<file path="src/rtl/mem_test_if.sv">
// ============================================================================
// Module      : mem_test_if
// Description : Single-port valid/ready memory bus between the test initiator
//               (master) and the memory under test (slave).
// Revision    : 1.0 - initial release
// ============================================================================
`default_nettype none

interface mem_test_if #(
    parameter int WIDTH      = 16,
    parameter int ADDR_WIDTH = 6
);
    logic [ADDR_WIDTH-1:0] addr;
    logic [WIDTH-1:0]      wdata;
    logic                  wr_rd;
    logic                  valid;
    logic [WIDTH-1:0]      rdata;
    logic                  ready;

    modport master (
        output addr,
        output wdata,
        output wr_rd,
        output valid,
        input  rdata,
        input  ready
    );

    modport slave (
        input  addr,
        input  wdata,
        input  wr_rd,
        input  valid,
        output rdata,
        output ready
    );
endinterface

`default_nettype wire

</file>
<file path="src/rtl/mem_test_initiator.sv">
// ============================================================================
// Module      : mem_test_initiator
// Description : Memory self-test initiator: writes seed+addr to every word,
//               reads it back, reports errors/timeout. Optional inverted
//               write/read passes when MEM_TEST_INV_PASS_EN is defined.
// Revision    : 1.0 - initial release
// ============================================================================
`default_nettype none

module mem_test_initiator #(
    parameter int WIDTH      = 16,
    parameter int DEPTH      = 64,
    parameter int ADDR_WIDTH = $clog2(DEPTH),
    parameter int TIMEOUT    = 15
) (
    input  wire                   clk,
    input  wire                   rst,
    input  wire                   start,
    input  wire [WIDTH-1:0]       seed,
    output logic                  busy,
    output logic                  done,
    output logic                  pass,
    output logic [ADDR_WIDTH+1:0] err_count,
    output logic [ADDR_WIDTH-1:0] first_err_addr,
    output logic                  timeout_err,
    mem_test_if.master            mem
);

    localparam int                  c_WAIT_W  = $clog2(TIMEOUT + 1);
    localparam logic [ADDR_WIDTH-1:0] c_LAST  = ADDR_WIDTH'(DEPTH - 1);
    localparam logic [ADDR_WIDTH+1:0] c_ERR_MAX = '1;
    localparam logic [c_WAIT_W-1:0] c_WAIT_LIM = c_WAIT_W'(TIMEOUT - 1);

    localparam logic [3:0] c_IDLE     = 4'd0;
    localparam logic [3:0] c_WR_REQ   = 4'd1;
    localparam logic [3:0] c_WR_WAIT  = 4'd2;
    localparam logic [3:0] c_RD_REQ   = 4'd3;
    localparam logic [3:0] c_RD_WAIT  = 4'd4;
    localparam logic [3:0] c_FIN      = 4'd5;
`ifdef MEM_TEST_INV_PASS_EN
    localparam logic [3:0] c_IWR_REQ  = 4'd6;
    localparam logic [3:0] c_IWR_WAIT = 4'd7;
    localparam logic [3:0] c_IRD_REQ  = 4'd8;
    localparam logic [3:0] c_IRD_WAIT = 4'd9;
`endif

    logic [3:0]            r_state;
    logic [3:0]            w_state_nxt;
    logic [WIDTH-1:0]      r_seed;
    logic [ADDR_WIDTH-1:0] r_addr;
    logic [c_WAIT_W-1:0]   r_wait;
    logic                  r_busy;
    logic                  r_done;
    logic                  r_pass;
    logic [ADDR_WIDTH+1:0] r_err;
    logic [ADDR_WIDTH-1:0] r_first;
    logic                  r_tmo;

    logic                  w_valid;
    logic                  w_wr_rd;
    logic                  w_inv;
    logic                  w_wait;
    logic                  w_rd_wait;
    logic                  w_next_pass;
    logic                  w_accept;
    logic                  w_last;
    logic                  w_tmo;
    logic                  w_mismatch;
    logic [WIDTH-1:0]      w_pat;
    logic [WIDTH-1:0]      w_exp;

    assign w_accept   = (r_state == c_IDLE) && start;
    assign w_last     = (r_addr == c_LAST);
    assign w_tmo      = !mem.ready && (r_wait == c_WAIT_LIM);
    assign w_pat      = r_seed + WIDTH'(r_addr);
    assign w_exp      = w_inv ? ~w_pat : w_pat;
    assign w_mismatch = w_rd_wait && mem.ready && (mem.rdata != w_exp);

    always_ff @(posedge clk) begin
        if (rst) begin
            r_state <= c_IDLE;
        end else begin
            r_state <= w_state_nxt;
        end
    end

    // A wait state either advances on ready, aborts on timeout, or stays put.
    always_comb begin
        w_state_nxt = r_state;
        case (r_state)
            c_IDLE:    if (start) w_state_nxt = c_WR_REQ;
            c_WR_REQ:  w_state_nxt = c_WR_WAIT;
            c_WR_WAIT: begin
                if (mem.ready)  w_state_nxt = w_last ? c_RD_REQ : c_WR_REQ;
                else if (w_tmo) w_state_nxt = c_FIN;
            end
            c_RD_REQ:  w_state_nxt = c_RD_WAIT;
            c_RD_WAIT: begin
`ifdef MEM_TEST_INV_PASS_EN
                if (mem.ready)  w_state_nxt = w_last ? c_IWR_REQ : c_RD_REQ;
`else
                if (mem.ready)  w_state_nxt = w_last ? c_FIN : c_RD_REQ;
`endif
                else if (w_tmo) w_state_nxt = c_FIN;
            end
`ifdef MEM_TEST_INV_PASS_EN
            c_IWR_REQ:  w_state_nxt = c_IWR_WAIT;
            c_IWR_WAIT: begin
                if (mem.ready)  w_state_nxt = w_last ? c_IRD_REQ : c_IWR_REQ;
                else if (w_tmo) w_state_nxt = c_FIN;
            end
            c_IRD_REQ:  w_state_nxt = c_IRD_WAIT;
            c_IRD_WAIT: begin
                if (mem.ready)  w_state_nxt = w_last ? c_FIN : c_IRD_REQ;
                else if (w_tmo) w_state_nxt = c_FIN;
            end
`endif
            c_FIN:     w_state_nxt = c_IDLE;
            default:   w_state_nxt = c_IDLE;
        endcase
    end

    always_comb begin
        w_valid     = 1'b0;
        w_wr_rd     = 1'b0;
        w_inv       = 1'b0;
        w_wait      = 1'b0;
        w_rd_wait   = 1'b0;
        w_next_pass = 1'b0;
        case (r_state)
            c_WR_REQ:  begin w_valid = 1'b1; w_wr_rd = 1'b1; end
            c_WR_WAIT: begin w_wr_rd = 1'b1; w_wait = 1'b1; w_next_pass = 1'b1; end
            c_RD_REQ:  w_valid = 1'b1;
            c_RD_WAIT: begin
                w_wait    = 1'b1;
                w_rd_wait = 1'b1;
`ifdef MEM_TEST_INV_PASS_EN
                w_next_pass = 1'b1;
`endif
            end
`ifdef MEM_TEST_INV_PASS_EN
            c_IWR_REQ:  begin w_valid = 1'b1; w_wr_rd = 1'b1; w_inv = 1'b1; end
            c_IWR_WAIT: begin
                w_wr_rd = 1'b1; w_wait = 1'b1; w_next_pass = 1'b1; w_inv = 1'b1;
            end
            c_IRD_REQ:  begin w_valid = 1'b1; w_inv = 1'b1; end
            c_IRD_WAIT: begin w_wait = 1'b1; w_rd_wait = 1'b1; w_inv = 1'b1; end
`endif
            default: ;
        endcase
    end

    // Wait counter is held at zero outside wait states, so every wait starts fresh.
    always_ff @(posedge clk) begin
        if (rst) begin
            r_seed  <= '0;
            r_addr  <= '0;
            r_wait  <= '0;
            r_busy  <= 1'b0;
            r_done  <= 1'b0;
            r_pass  <= 1'b0;
            r_err   <= '0;
            r_first <= '0;
            r_tmo   <= 1'b0;
        end else begin
            r_wait <= '0;
            if (w_accept) begin
                r_seed  <= seed;
                r_addr  <= '0;
                r_busy  <= 1'b1;
                r_done  <= 1'b0;
                r_pass  <= 1'b0;
                r_err   <= '0;
                r_first <= '0;
                r_tmo   <= 1'b0;
            end
            if (w_wait) begin
                if (mem.ready) begin
                    if (!w_last) begin
                        r_addr <= r_addr + ADDR_WIDTH'(1);
                    end else if (w_next_pass) begin
                        r_addr <= '0;
                    end
                    if (w_mismatch) begin
                        if (r_err != c_ERR_MAX) r_err <= r_err + (ADDR_WIDTH+2)'(1);
                        if (r_err == '0)        r_first <= r_addr;
                    end
                end else if (w_tmo) begin
                    r_tmo <= 1'b1;
                end else begin
                    r_wait <= r_wait + c_WAIT_W'(1);
                end
            end
            if (r_state == c_FIN) begin
                r_busy <= 1'b0;
                r_done <= 1'b1;
                r_pass <= (r_err == '0) && !r_tmo;
            end
        end
    end

    assign busy           = r_busy;
    assign done           = r_done;
    assign pass           = r_pass;
    assign err_count      = r_err;
    assign first_err_addr = r_first;
    assign timeout_err    = r_tmo;

    assign mem.addr  = r_addr;
    assign mem.wdata = w_wr_rd ? w_exp : '0;
    assign mem.wr_rd = w_wr_rd;
    assign mem.valid = w_valid;

endmodule

`default_nettype wire
</file>
<file path="src/flat_wrapper.sv">
// flat-port wrapper written by rule: the top's interface ports become plain ports
module mem_test_initiator_flat 
#(
    parameter int WIDTH      = 16,
    parameter int DEPTH      = 64,
    parameter int ADDR_WIDTH = $clog2(DEPTH),
    parameter int TIMEOUT    = 15
)
  (clk, rst, start, seed, busy, done, pass, err_count, first_err_addr, timeout_err, mem_addr, mem_wdata, mem_wr_rd, mem_valid, mem_rdata, mem_ready);
  mem_test_if #(.WIDTH(WIDTH), .ADDR_WIDTH(ADDR_WIDTH)) mem_i ();
  input  wire clk;
  input  wire rst;
  input  wire start;
  input  wire [WIDTH-1:0] seed;
  output logic busy;
  output logic done;
  output logic pass;
  output logic [ADDR_WIDTH+1:0] err_count;
  output logic [ADDR_WIDTH-1:0] first_err_addr;
  output logic timeout_err;
  output wire logic [$bits(mem_i.addr)-1:0] mem_addr;
  output wire logic [$bits(mem_i.wdata)-1:0] mem_wdata;
  output wire logic [$bits(mem_i.wr_rd)-1:0] mem_wr_rd;
  output wire logic [$bits(mem_i.valid)-1:0] mem_valid;
  input wire logic [$bits(mem_i.rdata)-1:0] mem_rdata;
  input wire logic [$bits(mem_i.ready)-1:0] mem_ready;
  assign mem_addr = mem_i.addr;
  assign mem_wdata = mem_i.wdata;
  assign mem_wr_rd = mem_i.wr_rd;
  assign mem_valid = mem_i.valid;
  assign mem_i.rdata = mem_rdata;
  assign mem_i.ready = mem_ready;
  mem_test_initiator #(.WIDTH(WIDTH), .DEPTH(DEPTH), .ADDR_WIDTH(ADDR_WIDTH), .TIMEOUT(TIMEOUT)) u_core (.clk(clk), .rst(rst), .start(start), .seed(seed), .busy(busy), .done(done), .pass(pass), .err_count(err_count), .first_err_addr(first_err_addr), .timeout_err(timeout_err), .mem(mem_i));
endmodule
</file>
<file path="config.mk">
export PLATFORM = sky130hd
export DESIGN_NAME = mem_test_initiator_flat
export DESIGN_NICKNAME = d
export VERILOG_FILES = /design/src/rtl/mem_test_if.sv /design/src/rtl/mem_test_initiator.sv /design/src/flat_wrapper.sv
export SDC_FILE = /design/constraint.sdc
export NUM_CORES = 1
export LEC_CHECK = 0
export ABC_CLOCK_PERIOD_IN_PS = 7000
export BUFFER_PORTS_ARGS = -buffer_cell sky130_fd_sc_hd__buf_2
export CAP_MARGIN = 20
export CORE_ASPECT_RATIO = 0.7
export CORE_MARGIN = 2
export CORE_UTILIZATION = 58
export CTS_CLUSTER_SIZE = 30
export DETAILED_ROUTE_END_ITERATION = 12
export PLACE_DENSITY_LB_ADDON = 0.05
export SYNTH_ARGS = -nofsm -noshare
export SYNTH_HDL_FRONTEND = slang
export SYNTH_SLANG_ARGS = --single-unit
</file>
<file path="constraint.sdc">
create_clock -name clk -period 7 [get_ports clk]
set_clock_uncertainty 0.2 [all_clocks]
set_input_delay 0.35 -clock clk [delete_from_list [all_inputs] [get_ports clk]]
set_output_delay 0.35 -clock clk [all_outputs]
set_load 0.005 [all_outputs]
</file>
==> impl_results.md, run 1 <==
- Skew-Pair Late Insertion Delay: between 200 and 300 ps
- Initial Util: 0.603
- Post-CTS Setup Inserts: 0
- Yosys top cell area share: 0.303
- Hold Path Depth: 3
- Fmax: 254 MHz
- Unique masters post-synth: 61
- Pwr/cell area: about 160 mW/mm2
- Fin Hold WS: 81.3 ps
- Worst-path maximum fanout: 15
- Cts hold-fix bufs: 0
- Pint: about 0.00045 W
- Reg2reg path depth: 12
- Slew HR: 0.380
- Outcome: finished clean
- CTS Sinks: between 40 and 50
- Worst Tran Pin Value: 931 ps
- Sw Ratio: 0.231
- Final setup vio count: 0
- Reg-to-reg endpoint: u_core.err_count[1]
- Syn_nets: 453
- R2R Path Start: u_core.mem.addr[0]
- Number of global-route vias before repair: about 2800
- Sw power: 0.000134 W
- Sequential Power Share: 0.491
- Top-Level Pins: 78
- Clock-pin slew on the worst setup and hold paths: 90 ps
- First DRT Iteration DRCs: 310
- Final ANT Viol Nets: 0
- Synth Register Bits: 48
- Proportion of layout cells with a drive suffix above 1: 0.212
- Tot GR Track Use: 0.277
- CTS tree: built
- Post-route cell area: 0.00369 mm2
- Hold Path End: u_core.r_seed[9]
- CP most frequent cell: xor2_1
- Vias: between 3000 and 4000
- Pin count of the biggest net entering global routing: 40
- CTS Root Cell: clkbuf_8
- Flop2flop setup slack: 3070 ps
- Ratio of final minimum period to clock period: 0.562
- Gr ovfl total: 0
- Sequential share of the synthesized area: 0.303
- Hold wc startpoint: seed[9]
- Mean number of vias per cell: 5.96
- Post-synth EDFFs: 0
- Chip Height: 65.9 um
- Biggest area consumer among synthesized cells: dfxtp_1
- Worst path slowest cell: or4b_4
- CTS H-tree lvls: 2
- Nets@finish: 515
- Max-cap violations: 0
- Critical path required time: 7000 ps
- HPWL Detailed: 6.10 mm
- Worst vdd ir: 131 uV
- Fill cell count: 455
- Tmin final: 3930 ps
- Top cells by area, synth: dfxtp_1 30%, nand2_1 6.6%, a21oi_1 5.8%
- Area Growth Syn to Fin: 16.2%
- Critical path arrival: 3930 ps
- CP Class: reg2reg
- Placed instance area: 0.00356 mm2
- Async set-reset flop share out of synthesis: 0
- Avg Cell Area, Syn: 7.83 um2
- Port Buffers: 77
- Mapped cell area: 0.00317 mm2
- Gate Count Post-Synth: 405
- Cts repair resizes: 0
- CP peak stage delay: 560 ps
- DRC: 0
- First drt pass iteration count: 5
- Clock Path Buffers: 2
- Drt wl/cell: ~16 um
- WL final: 8.41 mm
- Antenna diodes: 0
- Synth warn: 0
- Startpoint types: register
- CP Cell Sequence: ha_1 > inv_1 > fa_1 > nor2b_1 > o21ai_4 > a211oi_1 > xor2_1 > xor2_1 > or4b_4 > o21ai_2 > nor2_1 > o41ai_1
- Endpoints failing hold: 0
- Fin. max-slew vios: 0
- RSZ-0062 raised after global routing: false
- Top FF cell, synth: dfxtp_1
- Setup TNS: 0 ps
- Crit path capture type: register
- Routability congestion estimate: 0.854
- First-pass GRT wire length: roughly 14 mm
- Static Leakage: 1.55 nW
- TritonCTS Buffers: 5
- Comb power frac: 0.107
- FP Rows: 22
- Core area: 0.00526 mm2
- Die Wd: 92.4 um
- Die area: just over 0.006 mm2
- Initial antenna violation count: 0
- Hold WC Path Type: in2reg
- Clk pwr share: 0.402
## layout by cell type, fill, tap and decap left out, drive strengths merged, types with 6 or more instances in the layout
cell     instances
xor2            16
nand4            8
inv             12
nor2            42
nand3           20
nor3             6
nand2           57
a21oi           40
and3             7
o21ai           13
xnor2           14
nand2b           6
o2111ai          7
ha              11
buf             79
dfxtp           48
## cell type report
| type | instances | area (um2) | area share |
|---|---|---|---|
| Clock buffer | 5 | 68.8 | 0.0187 |
| Inverter | 12 | 45.0 | 0.0122 |
| Timing Repair Buffer | 79 | 400 | 0.109 |
| Clock inverter | 2 | 60.1 | 0.0163 |
| Multi-Input combinational cell | 321 | 2060 | 0.559 |
| Tap cell | 72 | 90.1 | 0.0244 |
| Sequential cell | 48 | 961 | 0.261 |
## sequential cells by signal, indices dropped and copies added (netlist names)
name	flops
u_core.r_wait	4
u_core.pass	1
u_core.r_state	4
u_core.done	1
u_core.mem.addr	6
u_core.busy	1
u_core.err_count	8
u_core.r_seed	16
u_core.timeout_err	1
u_core.first_err_addr	6
## cells in the mapped netlist (7+ instances only)
cell        n
nand2_1    56
dfxtp_1    48
nor2_1     42
a21oi_1    37
nand3_1    20
xor2_1     16
clkbuf_1   14
xnor2_1    13
inv_1      12
ha_1       11
o21ai_0    10
nand4_1     8
and3_1      7
o2111ai_1   7
## worst max path at each step
stage / cells after the start / start / slack, ps / to
after floorplan: 12 / u_core.mem.addr[0] / 3590 / u_core.err_count[2]
final: 12 / u_core.mem.addr[0] / 3070 / u_core.err_count[1]
after detailed placement: 12 / u_core.mem.addr[0] / 3170 / u_core.err_count[1]
after global routing: 12 / u_core.mem.addr[0] / 2780 / u_core.err_count[1]
after CTS: 12 / u_core.mem.addr[0] / 3110 / u_core.err_count[1]
after global placement: 12 / u_core.mem.addr[0] / 3330 / u_core.err_count[1]
## cell families after synthesis
group,synth area share
buf+inv,0.0473
other cells,0.00118
xor+xnor,0.114
mux,0.00789
compound gates,0.211
flops,0.303
fa+ha+maj,0.0529
simple gates,0.262
## metal layers
layer | up-vias | routed length (um) | GRT usage
met5 | - | 0 | 0
met4 | 0 | 17 | 0.0299
met3 | 2 | 753 | 0.0513
met2 | 139 | 3620 | 0.422
met1 | 1508 | 4020 | 0.419
li1 | 1563 | - | -
## metrics by stage
stage	worst slack (ps)	instances	power, W	utilization
6_report	3070	539	0.000580	0.701
5_1_grt	2780	539	0.000600	0.701
4_1_cts	3110	539	0.000581	0.701
3_5_place_dp	3170	532	0.000352	0.677
3_3_place_gp	3330	532	0.000351	0.677
2_1_floorplan	3590	405	0.000330	-
## worst max-delay path: cells and delay by family (launching register included)
kind / cells / cell delay (ps)
simple gates: 3 / 940
buf+inv: 1 / 70
xor+xnor: 2 / 340
compound gates: 4 / 1180
flops: 1 / 450
fa+ha+maj: 2 / 670
## power by group through the flow
stage	clock (W)	sequential (W)	combinational (W)
after floorplan	0	0.000288	0.0000416
after global placement	0	0.000291	0.0000599
after detailed placement	0	0.000291	0.0000607
after CTS	0.000235	0.000285	0.0000612
after global routing	0.000247	0.000286	0.0000675
final	0.000233	0.000285	0.0000618
(Power assumes the default switching activity.)
==> run 2: changes to the inputs <==
--- a/config.mk
+++ b/config.mk
@@ -5,12 +5,13 @@
 export SDC_FILE = /design/constraint.sdc
 export NUM_CORES = 1
 export LEC_CHECK = 0
-export ABC_CLOCK_PERIOD_IN_PS = 7000
+export ABC_AREA = 1
+export ABC_CLOCK_PERIOD_IN_PS = 3200
 export BUFFER_PORTS_ARGS = -buffer_cell sky130_fd_sc_hd__buf_2
 export CAP_MARGIN = 20
 export CORE_ASPECT_RATIO = 0.7
 export CORE_MARGIN = 2
-export CORE_UTILIZATION = 58
+export CORE_UTILIZATION = 49
 export CTS_CLUSTER_SIZE = 30
 export DETAILED_ROUTE_END_ITERATION = 12
 export PLACE_DENSITY_LB_ADDON = 0.05
==> constraint.sdc (replaced) <==
create_clock -name clk -period 3.2 [get_ports clk]
set_clock_uncertainty 0.2 [all_clocks]
set_input_delay 0.16 -clock clk [delete_from_list [all_inputs] [get_ports clk]]
set_output_delay 0.16 -clock clk [all_outputs]
set_load 0.005 [all_outputs]
==> run 2 against run 1 <==
Sequential cell count unchanged. Power is 110% higher. Setup slack lost 2800 ps. Area after synthesis increased by 6.8%. Design area is 13% higher. Critical path depth up 3. Critical path type unchanged. Largest cell class unchanged.
==> impl_results.md, run 2 <==
- Top FF cell, synth: dfxtp_1
- Vias: 3902 (+21%)
- Syn_nets: 608 (+34%)
- Top cells by area, synth: dfxtp_1 28%, nand2_1 17%, nand3_1 10%
- Clock Path Buffers: 2 (unchanged)
- Proportion of layout cells with a drive suffix above 1: 0.163 (-0.0491)
- Async set-reset flop share out of synthesis: 0 (unchanged)
- Skew-Pair Late Insertion Delay: 300 ps (about the same)
- Most common cell after layout, fill and taps aside: nand2_1
- Top reg by flops: u_core.r_seed
- Outcome: finished clean
- HPWL Detailed: 7.46 mm (+22%)
- Top Family by Delay on Critical Path: simple AND/OR/NAND/NOR gates
- Avg Cell Area, Syn: 6.05 um2 (-23%)
- Worst-path maximum fanout: 17 (+2)
- Cts repair resizes: 0 (unchanged)
- Setup TNS: 0 ps (unchanged)
- CP Cell Sequence: inv_1 > fa_1 > xor2_1 > nand2_1 > nor2_1 > nand2_1 > nor2_1 > nand2_1 > nor2_1 > nand3_1 > nor2_2 > nand2_4 > nand2_4 > nand2_1 > a21oi_1
- Setup ws final: 307 ps (-2760 ps)
- Pwr/cell area: 287 mW/mm2 (+82%)
- Most frequent cell after synthesis: nand2_1
- Chip Height: 73.6 um (+12%)
- RSZ-0062 raised after global routing: false
- Leading cell types in the layout, fill and taps excluded: 155 x nand2_1, 88 x inv_1, 77 x buf_2, 69 x nand3_1
- First drt pass iteration count: 5 (unchanged)
- Post-synth EDFFs: 0 (unchanged)
- Area Growth Syn to Fin: 22.6%
- Static Leakage: 2.14 nW (+38%)
- Fmax: 346 MHz (+36%)
- Dpl ws: 355 ps (-2810 ps)
- Buf+Inv Stages, Crit Path: 1 (unchanged)
- Final setup vio count: 0 (unchanged)
- Initial Util: 0.504 (-0.0995)
- Tot Pwr: 0.00119 W (+110%)
- Drt wl/cell: 13.0 um (-17%)
- CTS Root Cell: clkbuf_8
- Cts hold-fix bufs: 18 (+18)
- Synth warn: 0 (unchanged)
- Core Util, Final: 0.618 (-0.0832)
- Slew HR: 0.599 (+0.219)
- FP Rows: 25 (+14%)
- Fill cell count: 670 (+47%)
- Fin. max-slew vios: 0 (unchanged)
- Sequential share of the synthesized area: 0.284 (-0.0194)
- TritonCTS Buffers: 5 (unchanged)
- First DRT Iteration DRCs: 252 (-19%)
- CTS H-tree lvls: 2 (unchanged)
- Worst Tran Pin Value: 601 ps (-329 ps)
- Synth Register Bits: 48 (unchanged)
- Nets@finish: 704 (+37%)
- Critical path required time: 3230 ps (-3770 ps)
- Most common library cells after synthesis: 155 x nand2_1, 88 x inv_1, 69 x nand3_1
- Unique masters post-synth: 38 (-38%)
- Gate Count Post-Synth: 560 (+38%)
- DRC: 0 (unchanged)
- Pin count of the biggest net entering global routing: 29 (-28%)
- Crit path capture type: register
- Port Buffers: 77 (unchanged)
- First-pass GRT wire length: 15.5 mm (+13%)
- Ratio of final minimum period to clock period: 0.904 (+0.342)
- Number of global-route vias before repair: 3376 (+21%)
- DP Cell Count: 725 (+36%)
- Worst path slowest cell: fa_1
- Tmin final: 2890 ps (-1040 ps)
- CTS Sinks: 48 (unchanged)
- CP peak stage delay: 600 ps (+40 ps)
- Initial antenna violation count: 0 (unchanged)
- Top-Level Pins: 78 (unchanged)
- Max-cap violations: 0 (unchanged)
- Endpoints failing hold: 0 (unchanged)
- Critical path arrival: 2920 ps (-1010 ps)
- Post-Layout Cell Count: 751 (+39%)
- Die area: 0.00761 mm2 (+25%)
- Biggest area consumer among synthesized cells: dfxtp_1
- Core area: 0.00673 mm2 (+28%)
- Final ANT Viol Nets: 0 (unchanged)
- Antenna diodes: 0 (unchanged)
- Routability congestion estimate: 0.987 (+16%)
- CP most frequent cell: nand2_1
- Mapped cell area: 0.00339 mm2 (+6.8%)
- Mean number of vias per cell: 5.20 (-13%)
- Yosys top cell area share: 0.284 (-0.0194)
- CP Class: reg2reg
- Post-CTS Setup Inserts: 0 (unchanged)
- Worst vdd ir: 173 uV (+32%)
- Hold WC Path Type: in2reg
- Max reg flops: 16 (unchanged)
- Startpoint types: register
- Tot GR Track Use: 0.257 (-0.0205)
- Gr ovfl total: 0 (unchanged)
- WL final: 9.73 mm (+16%)
- CTS tree: built
- Die Wd: 103 um (+12%)
- Clock-pin slew on the worst setup and hold paths: 90 ps (about the same)
[run 2: cell types whose count changed in the layout (fill, tap and decap cells not counted), sizes merged, moves of 10 or more]
cell	previous run	this run
nand2	57	161
dlygate4sd3	0	18
xnor2	14	4
inv	12	89
o21ai	13	27
nand3	20	71
xor2	16	4
[run 2: routing by layer]
metal,part of all wire,wire [um],track usage,vias up
li1,-,-,-,1984
met5,0,0,0,-
met4,0.0097,94,0.0453,0
met1,0.49,4820,0.390,1740
met2,0.41,3960,0.383,168
met3,0.088,860,0.0438,10
[run 2: final timing paths]
| check | start | to | slack (ps) | depth (start not counted) |
|---|---|---|---|---|
| worst max register to register | u_core.mem.addr[1] | u_core.first_err_addr[2] | 310 | 15 |
| worst min register to register | u_core.r_wait[0] | u_core.r_wait[0] | 270 | 1 |
| worst max-delay path | u_core.mem.addr[1] | u_core.first_err_addr[2] | 310 | 15 |
| worst min-delay path | rst | u_core.pass | 140 | 3 |
[run 2: final cells by class]
type	instances	area, um2	share of cell area
repair buffers	101	611	0.147
well taps	94	118	0.0283
flip-flops and latches	48	961	0.231
clock inverters	1	7.51	0.00181
multi-input cells	411	2040	0.491
inverters	89	334	0.0804
clock buffers	7	86.3	0.0208
[run 2: cells by family (layout without fill, tap and decap cells)]
family | Yosys count | in the layout | synth area share
buffers and inverters | 101 | 198 | 0.115
DFF | 48 | 48 | 0.284
and+or+nand+nor | 304 | 304 | 0.393
other | 1 | 1 | 0.00111
adders and majority gates | 12 | 12 | 0.0465
AOI/OAI and AO/OA | 85 | 85 | 0.134
xor gates and xnor gates | 9 | 9 | 0.0273
[run 2: worst reg2reg max path, stage by stage, from the launching register on]
cell,delay (ps)
dfxtp_1,460
inv_1,130
fa_1,600
xor2_1,150
nand2_1,70
nor2_1,100
nand2_1,60
nor2_1,110
nand2_1,80
nor2_1,130
nand3_1,100
nor2_2,130
nand2_4,150
nand2_4,170
nand2_1,70
a21oi_1,130
[run 2: report_power, final]
| part | total [W] | internal (W) | switching [W] |
|---|---|---|---|
| Sequential | 0.000630 | 0.000614 | 0.0000168 |
| Clock | 0.000383 | 0.000176 | 0.000207 |
| Combinational | 0.000180 | 0.0000766 | 0.000104 |
[run 2: stage by stage]
stage | hold WS, ps | cell area (um2)
global route | 160 | 4160
detailed placement | 218 | 3880
CTS | 134 | 4160
floorplan | 105 | 3390
finish | 136 | 4160
global placement | 215 | 3880
==> run 3: changes to the inputs <==
--- a/config.mk
+++ b/config.mk
@@ -5,16 +5,16 @@
 export SDC_FILE = /design/constraint.sdc
 export NUM_CORES = 1
 export LEC_CHECK = 0
-export ABC_AREA = 1
 export ABC_CLOCK_PERIOD_IN_PS = 3200
 export BUFFER_PORTS_ARGS = -buffer_cell sky130_fd_sc_hd__buf_2
 export CAP_MARGIN = 20
 export CORE_ASPECT_RATIO = 0.7
 export CORE_MARGIN = 2
-export CORE_UTILIZATION = 49
+export CORE_UTILIZATION = 50
+export CTS_BUF_LIST = sky130_fd_sc_hd__clkbuf_2 sky130_fd_sc_hd__clkbuf_4 sky130_fd_sc_hd__clkbuf_8
 export CTS_CLUSTER_SIZE = 30
 export DETAILED_ROUTE_END_ITERATION = 12
-export PLACE_DENSITY_LB_ADDON = 0.05
+export PLACE_DENSITY_LB_ADDON = 0.25
 export SYNTH_ARGS = -nofsm -noshare
 export SYNTH_HDL_FRONTEND = slang
 export SYNTH_SLANG_ARGS = --single-unit
==> run 3 against run 2 <==
The run now ends with negative setup slack left. Clock power is 9.4% lower. Sequential cell count stayed put. Sequential share of layout area is 0.63 points higher. First-iteration DRC count is 35% lower. Fmax is 11% lower. Hold slack worse by 99 ps. Routed wire length is 10% lower. Critical path depth is 3 lower. Power is 5.4% lower. Core utilization is 3.8 points higher. Critical endpoint is now u_core.err_count[2]. Highest routed layer unchanged.
==> impl_results.md, run 3 (synthesis gave the netlist of run 1 again) <==
- Port Buffers: 77 (unchanged)
- First drt pass iteration count: 5 (unchanged)
- Top-Level Pins: 78 (unchanged)
- Antenna diodes: 0 (unchanged)
- Pin count of the biggest net entering global routing: 40 (+38%)
- Comb power frac: 0.143 (-0.008)
- CP peak stage delay: 510 ps (-90 ps)
- Nets@finish: 555 (-21%)
- Startpoint types: register
- Hold WC Path Type: in2reg
- Proportion of layout cells with a drive suffix above 1: 0.266 (+0.103)
- CTS Sinks: 48 (unchanged)
- TritonCTS Buffers: 5 (unchanged)
- Final setup vio count: 1 (+1)
- CP Class: reg2reg
- Endpoints failing hold: 0 (unchanged)
- CP Cell Sequence: ha_4 > inv_2 > fa_2 > nor2b_4 > o21ai_4 > a211oi_2 > xor2_1 > xor2_1 > or4b_4 > o21a_4 > mux2_4 > a31oi_1
- Vias: 3320 (-15%)
- Number of global-route vias before repair: 2990 (-11%)
- Fin. max-slew vios: 0 (unchanged)
- Static Leakage: 1.74 nW (-19%)
- Gr ovfl total: 0 (unchanged)
- CP most frequent cell: xor2_1
- Post-route cell area: 0.00406 mm2 (-2.4%)
- Clk pwr share: 0.307 (-0.014)
- CTS Root Cell: clkbuf_8
- Worst Tran Pin Value: 719 ps (+118 ps)
- Core Util, Final: 0.656 (+0.0377)
- Final ANT Viol Nets: 0 (unchanged)
- Tmin final: 3240 ps (+347 ps)
- CTS tree: built
- Ratio of final minimum period to clock period: 1.01 (+0.108)
- Routability congestion estimate: 0.935 (-5.3%)
- Most common cell after layout, fill and taps aside: buf_2
- Top reg by flops: u_core.r_seed
- First-pass GRT wire length: 14.1 mm (-8.9%)
- Area Growth Syn to Fin: 27.9%
- Max reg flops: 16 (unchanged)
- Critical path required time: 3220 ps (about the same)
- Outcome: finished with violations
- Pint: 0.000845 W (-2.5%)
- Initial Util: 0.513 (+0.00893)
- Drt wl/cell: 14.9 um (+15%)
- Die area: 0.00701 mm2 (-7.9%)
- Crit path capture type: register
- Slew HR: 0.521 (-0.0781)
- CTS H-tree lvls: 2 (unchanged)
- Setup ws final: -39.1 ps (-347 ps)
- Sequential Power Share: 0.550 (+0.022)
- Sw power: 0.000284 W (-13%)
- Critical path arrival: 3260 ps (+340 ps)
- RSZ-0062 raised after global routing: true
- Max-cap violations: 0 (unchanged)
- Skew-Pair Late Insertion Delay: 300 ps (about the same)
- DRC: 0 (unchanged)
- Leading cell types in the layout, fill and taps excluded: 77 x buf_2, 56 x nand2_1, 46 x dfxtp_1, 42 x nor2_1, 35 x a21oi_1
- HPWL Detailed: 6.50 mm (-13%)
- Fill cell count: 549 (-18%)
- Die Wd: 99.2 um (-4.1%)
- Core area: 0.00619 mm2 (-8.0%)
- Clock Path Buffers: 2 (unchanged)
- Worst-path maximum fanout: 6 (-11)
- Tot GR Track Use: 0.243 (-0.0136)
- Fmax: 309 MHz (-11%)
- Failing checks: negative setup slack
- Sw Ratio: 0.251 (-0.0229)
- First DRT Iteration DRCs: 164 (-35%)
- Mean number of vias per cell: 5.68 (+9.2%)
- Placed instance area: 0.00375 mm2 (-3.4%)
- Clock-pin slew on the worst setup and hold paths: 80 ps (about the same)
- Worst vdd ir: 163 uV (-5.7%)
- WL final: 8.72 mm (-10%)
- Chip Height: 70.6 um (-4.0%)
- FP Rows: 24 (-4.0%)
- Worst path slowest cell: or4b_4
- Initial antenna violation count: 0 (unchanged)
- Pwr/cell area: 278 mW/mm2 (-3.1%)
-- run 3: cell count changes in the layout (fill, tap and decap cells not counted), moves of 6 or more --
cell / change
a21oi_1: -13
and3_1: +6
buf_4: +17
inv_1: -77
nand2_1: -99
nand2b_1: +6
nand3_1: -49
o2111ai_1: +7
o21ai_0: -17
xnor2_1: +9
xor2_1: +12
-- run 3: path summary, 6_finish.rpt --
check,startpoint,to,slack (ps),depth (start not counted)
hold / removal,mem_ready,u_core.r_state[2],40,4
hold reg to reg,u_core.done,u_core.done,260,2
setup / recovery,u_core.r_seed[0],u_core.err_count[2],-40,12
setup reg to reg,u_core.r_seed[0],u_core.err_count[2],-40,12
-- run 3: routing by layer --
| metal | share of wire | track usage | up-vias |
|---|---|---|---|
| met5 | 0 | 0 | - |
| met4 | 0.0052 | 0.0396 | 0 |
| met3 | 0.061 | 0.0445 | 7 |
| met2 | 0.46 | 0.399 | 99 |
| met1 | 0.48 | 0.342 | 1570 |
| li1 | - | - | 1644 |
-- run 3: critical path: cells and delay by family, from the launching register on --
| family | cells | cell delay (ps) |
|---|---|---|
| AND/OR/NAND/NOR | 2 | 660 |
| flip-flops | 1 | 360 |
| multiplexers | 1 | 300 |
| XOR/XNOR | 2 | 320 |
| AO/OA/AOI/OAI | 4 | 750 |
| adder cells (fa/ha/maj) | 2 | 530 |
| buffers and inverters | 1 | 40 |
-- run 3: what timing repair did --
| action | in CTS | in global routing |
|---|---|---|
| setup buffers | 1 | 0 |
| hold endpoints to repair | 16 | 0 |
| gates resized for setup | 5 | 8 |
| pin swaps | 9 | 4 |
| hold buffers | 16 | 0 |
| setup endpoints to repair | 13 | 14 |
-- run 3: layout make-up --
class	count	area [um2]	area share
clock buffer	6	76.3	0.0188
multi-input combinational	321	2120	0.522
tap	78	97.6	0.0241
inverter	12	45.0	0.0111
clock inverter	1	5.00	0.00123
timing repair buffer	119	752	0.185
sequential	48	963	0.238
-- run 3: power groups by stage --
stage                     logic [W]  clock network [W]  registers, W
after global placement     0.000138                  0      0.000634
after floorplan           0.0000913                  0      0.000630
after global routing       0.000176           0.000369      0.000623
final                      0.000161           0.000347      0.000621
after detailed placement   0.000140                  0      0.000635
after CTS                  0.000157           0.000352      0.000621
-- run 3: metrics by stage --
stage	setup WS [ps]	power (W)	hold slack (ps)	setup TNS, ps	std cells
2_1_floorplan	19.3	0.000721	96.0	0	405
3_3_place_gp	22.9	0.000773	205	0	561
3_5_place_dp	-103	0.000775	206	-381	561
4_1_cts	-24.4	0.00113	18.3	-24.4	585
5_1_grt	-119	0.00117	62.0	-661	585
6_report	-39.1	0.00113	36.5	-39.1	585
